## src/rtl/dual_port_sram_param.sv

```systemverilog
// dual_port_sram_param: simple-dual-port SRAM with byte enables, 1/2-cycle read latency,
// selectable read-during-write policy and a post-reset clear sequence.
module dual_port_sram_param #(
  parameter int DATA_W         = 16,
  parameter int ADDR_W         = 8,
  parameter int DEPTH          = 256,
  parameter int READ_LATENCY   = 1,
  parameter int WRITE_FIRST    = 1,
  parameter int CLEAR_ON_RESET = 1
) (
  input  logic                Clk_In,
  input  logic                Reset_N_In,
  output logic                Ready_Out,
  input  logic                Wr_En_In,
  input  logic [ADDR_W-1:0]   Wr_Addr_In,
  input  logic [DATA_W-1:0]   Wr_Data_In,
  input  logic [DATA_W/8-1:0] Wr_Byte_En_In,
  input  logic                Rd_En_In,
  input  logic [ADDR_W-1:0]   Rd_Addr_In,
  output logic [DATA_W-1:0]   Rd_Data_Out,
  output logic                Rd_Valid_Out
);
  localparam int NB = DATA_W / 8;
  localparam logic [ADDR_W:0] DEPTH_L = DEPTH[ADDR_W:0];
  localparam logic [ADDR_W-1:0] LAST = ADDR_W'(DEPTH - 1);
  typedef enum logic {CLEAR, READY} state_t;
  state_t state_q, state_d;
  logic [ADDR_W-1:0] cnt_q, cnt_d;
  logic ready_q, ready_d;
  logic rd_vld1_q, rd_vld1_d, rd_vld2_q, rd_vld2_d;
  logic [DATA_W-1:0] rd_data1_q, rd_data1_d, rd_data2_q, rd_data2_d;
  logic [DATA_W-1:0] mem [DEPTH];
  logic wr_in, rd_in, wr_ok, rd_ok, col, clr_we;
  logic [DATA_W-1:0] wr_old, wr_word, rd_word;
  always_comb begin
    wr_in = {1'b0, Wr_Addr_In} < DEPTH_L;
    rd_in = {1'b0, Rd_Addr_In} < DEPTH_L;
    wr_ok = ready_q && Wr_En_In && wr_in;
    rd_ok = ready_q && Rd_En_In;
    clr_we = state_q == CLEAR && CLEAR_ON_RESET != 0;
    wr_old = wr_in ? mem[Wr_Addr_In] : '0;
    for (int i = 0; i < NB; i++)
      wr_word[8*i +: 8] = Wr_Byte_En_In[i] ? Wr_Data_In[8*i +: 8] : wr_old[8*i +: 8];
    col = wr_ok && Rd_Addr_In == Wr_Addr_In;
    // Collisions bypass the array so the read sees the merged word this same edge
    rd_word = !rd_in ? '0 : (col && WRITE_FIRST != 0) ? wr_word : mem[Rd_Addr_In];
    state_d = state_q;
    cnt_d = cnt_q;
    ready_d = ready_q;
    if (state_q == CLEAR) begin
      if (CLEAR_ON_RESET == 0 || cnt_q == LAST) begin
        state_d = READY;
        ready_d = 1'b1;
      end else cnt_d = cnt_q + 1'b1;
    end
    rd_vld1_d = rd_ok;
    rd_data1_d = rd_ok ? rd_word : rd_data1_q;
    rd_vld2_d = rd_vld1_q;
    rd_data2_d = rd_vld1_q ? rd_data1_q : rd_data2_q;
  end
  always_ff @(posedge Clk_In or negedge Reset_N_In) begin
    if (!Reset_N_In) begin
      state_q <= CLEAR;
      cnt_q <= '0;
      ready_q <= 1'b0;
      rd_vld1_q <= 1'b0;
      rd_vld2_q <= 1'b0;
      rd_data1_q <= '0;
      rd_data2_q <= '0;
    end else begin
      state_q <= state_d;
      cnt_q <= cnt_d;
      ready_q <= ready_d;
      rd_vld1_q <= rd_vld1_d;
      rd_vld2_q <= rd_vld2_d;
      rd_data1_q <= rd_data1_d;
      rd_data2_q <= rd_data2_d;
    end
  end
  // Array has no reset; writes are suppressed while reset is held
  always_ff @(posedge Clk_In) begin
    if (Reset_N_In) begin
      if (clr_we) mem[cnt_q] <= '0;
      else if (wr_ok) mem[Wr_Addr_In] <= wr_word;
    end
  end
  assign Ready_Out = ready_q;
  assign Rd_Valid_Out = READ_LATENCY == 2 ? rd_vld2_q : rd_vld1_q;
  assign Rd_Data_Out = READ_LATENCY == 2 ? rd_data2_q : rd_data1_q;
endmodule
```

## config.mk

```make
export PLATFORM = sky130hd
export DESIGN_NAME = dual_port_sram_param
export DESIGN_NICKNAME = d
export VERILOG_FILES = /design/src/rtl/dual_port_sram_param.sv
export SDC_FILE = /design/constraint.sdc
export NUM_CORES = 2
export LEC_CHECK = 0
export CAP_MARGIN = 40
export CORE_MARGIN = 3
export CORE_UTILIZATION = 45
export DETAILED_ROUTE_END_ITERATION = 7
export PLACE_DENSITY_LB_ADDON = 0.05
export SYNTH_ARGS = -nofsm -noshare
export SYNTH_HDL_FRONTEND = slang
export SYNTH_SLANG_ARGS = --single-unit
```

## constraint.sdc

```tcl
create_clock -name Clk_In -period 21.5 [get_ports Clk_In]
set_input_delay 5.375 -clock Clk_In [delete_from_list [all_inputs] [get_ports Clk_In]]
set_output_delay 5.375 -clock Clk_In [all_outputs]
set_load 0.05 [all_outputs]
```

==> flow_summary.yaml <==
synth:
  synth_nets: 9447
  async_reset_ff_frac: 0.006549
  avgSynthCellArea_um2: 20.37
  synth_edf_count: 4096
  ys_seq_area_frac: 0.6454
  netlist_instances: 9408
  yosysWarnings: 0
  synthFlopType: "edfxtp_1"
  synth_cell_types: 75
  synth_area_mm2: 0.1916
  ys_ff_latch: 4123
timing:
  slew_headroom: 0.1832
  finalCritPeriodShare: 0.5443
  rsz0062_at_grt: "false"
  setup_viol: 0
  fin_skew_ns: 0.07552
  whs_ns: 0.5690
  finalSetupTns_ns: 0
  report.final.slew_viol_count: 0
  fmax_mhz: 85.45
  period_minus_slack_ns: 11.70
  finalHoldViolCount: 0
  worstMarginPinSlew_ns: 1.225
power:
  power_frac_comb: 0.051
  power.share.sequential: 0.498
  p_per_area_mw_per_mm2: 78.98
  power_switching_mw: 3.908
  p_int_mw: 13.58
  clkPwrFrac: 0.452
  power.leakage_nw: 57.47
  p_sw_frac: 0.2235
  peakVddDrop_mv: 0.07009
hold_path:
  whs_path_depth: 1
  hp-start: "cnt_q[7]"
  hold_end: "cnt_q[7]"
  hp-class: "reg -> reg"
floorplan:
  start_util: 0.4519
  die_x_um: 658.5
  dieArea_mm2: 0.4337
  core_mm2: 0.4240
  fp-row-count: 239
  io_pins: 56
  die_y_um: 658.5
setup_path:
  cp-start-kind: "input pin"
  r2r_start: "mem[159][10]"
  path_class: "in -> reg"
  worstPathRequired_ns: 22.16
  regToRegEndpoint: "mem[151][10]"
  crit_arrival_ns: 12.36
  r2r_cells: 12
  worstPathMaxFanout: 94
  rrSetupSlack_ns: 16.36
  cp-end-kind: "flop"
cts:
  clkSinkCount: 4123
  cts_tree: "yes"
  ctsHtreeMaxLevel: 5
  cts.hold.buffers_added: 0
  ctsRootBufferMaster: "clkbuf_16"
  cts.reportedPaths.clkPinSlew_ns: 0.06
  numCtsBuffers: 459
  cts.path.max_buffers: 4
  clk_latency_ns: 1.04
  cts_resized: 0
  post_cts_buffers: 0
run_status:
  status: "finished clean"
finish:
  area_growth_pct: 15.56
  final_common_cell: "edfxtp_1"
  layout_common_cells: "edfxtp_1 (4,096), mux4_2 (2,104), mux2i_1 (575), clkbuf_16 (472), buf_4 (451)"
  final_core_util: 0.5222
  drive_above_1_share: 0.3777
  nets: 9951
  fin_area_mm2: 0.2214
routing:
  drc_errors: 0
  first_iter_violations: 17960
  drt-pass1-iter-count: 6
  wl_per_cell_um: 46.81
  vias_per_cell: 7.082
  ant_nets: 0
  dr_total_vias: 113400
  routed_wl_um: 749400
global_route:
  antenna_found_initial: 50
  use_met1: 0.4465
  grt_pass1_wl_um: 1006000
  grt_use_met3: 0.07915
  grt_usage: 0.3438
  grt_pass1_vias: 112500
  grt.busiest_layer: "met2"
  grt_overflow_total: 0
  grtUsageMet2: 0.5298
  grt_max_degree: 177
run:
  maxCapViolCount: 0
place:
  dp_hpwl_um: 490200
  io_buffers: 55
  postPlaceCellArea_mm2: 0.2063
  place.gp.congestion: 0.9515
metal layers:
metal / vias up / part of all wire
met5: - / 0.00015
met4: 18 / 0.077
met3: 1794 / 0.10
met2: 7450 / 0.46
met1: 61840 / 0.36
li1: 42280 / -
stage by stage:
step	instances	worst slack [ns]	power, mW
2_1_floorplan	9408	2.520	9.373
3_3_place_gp	14800	8.152	9.726
3_5_place_dp	15100	8.960	9.742
4_1_cts	15950	10.02	17.57
5_1_grt	15980	9.724	17.90
6_report	16010	9.797	17.49
worst max-delay path by stage:
stage | startpoint | endpoint | slack, ns
2_1_floorplan | Wr_Addr_In[0] | mem[0][3] | 2.52
3_3_place_gp | Wr_Addr_In[1] | mem[72][2] | 8.15
3_5_place_dp | Wr_Addr_In[1] | mem[222][2] | 8.96
4_1_cts | Wr_Addr_In[1] | mem[68][2] | 10.02
5_1_grt | Wr_Addr_In[1] | mem[195][2] | 9.72
6_report | Wr_Addr_In[1] | mem[195][2] | 9.80
worst max-delay path, cell delays in order:
cell,delay [ns]
buf_16,0.46
buf_4,0.76
buf_4,0.67
buf_12,0.49
mux4_2,0.33
mux2i_1,0.11
o22ai_1,0.56
o21ai_1,0.31
buf_6,0.23
nand4_1,0.31
a21o_1,0.36
o21ai_0,0.27
nor2_4,0.27
buf_4,0.57
buf_4,0.75
flip-flops by register name, indices dropped and copies added, names as in the netlist:
| name | flops |
|---|---|
| Rd_Valid_Out | 1 |
| mem | 4096 |
| Rd_Data_Out | 16 |
| Ready_Out | 1 |
| cnt_q | 8 |
| state_q | 1 |
logic make-up (layout without fill, tap and decap cells):
kind of cell | count (synthesis) | count (layout) | synth area share
other | 0 | 47 | 0
XOR/XNOR | 15 | 15 | 0.0006856
flip-flops | 4123 | 4123 | 0.6454
AND/OR/NAND/NOR | 942 | 942 | 0.02255
adder cells (fa/ha/maj) | 1 | 1 | 0.00006529
AO/OA/AOI/OAI | 849 | 849 | 0.03069
buffers and inverters | 768 | 1659 | 0.02141
multiplexers | 2710 | 2710 | 0.2791
cell type report:
class                           count  area, um^2
Tap cell                         5663        7086
Multi-Input combinational cell   4517       65870
Antenna cell                       47       117.6
Fill cell                       33370      202600
Clock inverter                    280        2711
Inverter                           14       68.82
Clock buffer                      568       12180
Timing Repair Buffer              797        9713
Sequential cell                  4123      123700
Yosys cell counts (all sizes together) (12+ instances only):
library cell,number,area [um^2]
o21ai,113,565.6
and2,12,75.08
o221ai,32,280.3
clkbuf,228,855.8
a2111oi,29,254.0
dfrtp,27,675.7
a32oi,16,140.1
nand2,202,760.7
a22oi,127,953.4
nor3,67,335.3
or3,17,106.4
mux2,29,326.6
mux2i,577,5776
nor4,19,118.9
inv,12,45.04
nand4,31,193.9
a21oi,101,505.5
nand3b,15,112.6
a221oi,34,297.8
o31ai,18,135.1
o22ai,173,1082
mux4,2104,47390
buf,526,3194
nor2,398,1494
nand3,80,400.4
a22o,49,429.2
nor2b,30,187.7
a31oi,19,118.9
edfxtp,4096,123000
nand2b,22,137.6
o211ai,27,202.7
a211oi,46,345.3
power groups by stage:
| stage | sequential (mW) | clock, mW | combinational [mW] |
|---|---|---|---|
| global route | 8.70 | 8.31 | 0.897 |
| CTS | 8.70 | 7.99 | 0.873 |
| global placement | 8.87 | 0 | 0.856 |
| finish | 8.70 | 7.90 | 0.883 |
| floorplan | 8.87 | 0 | 0.503 |
| detailed placement | 8.87 | 0 | 0.872 |
No activity file was read; power rests on OpenSTA's default activity.
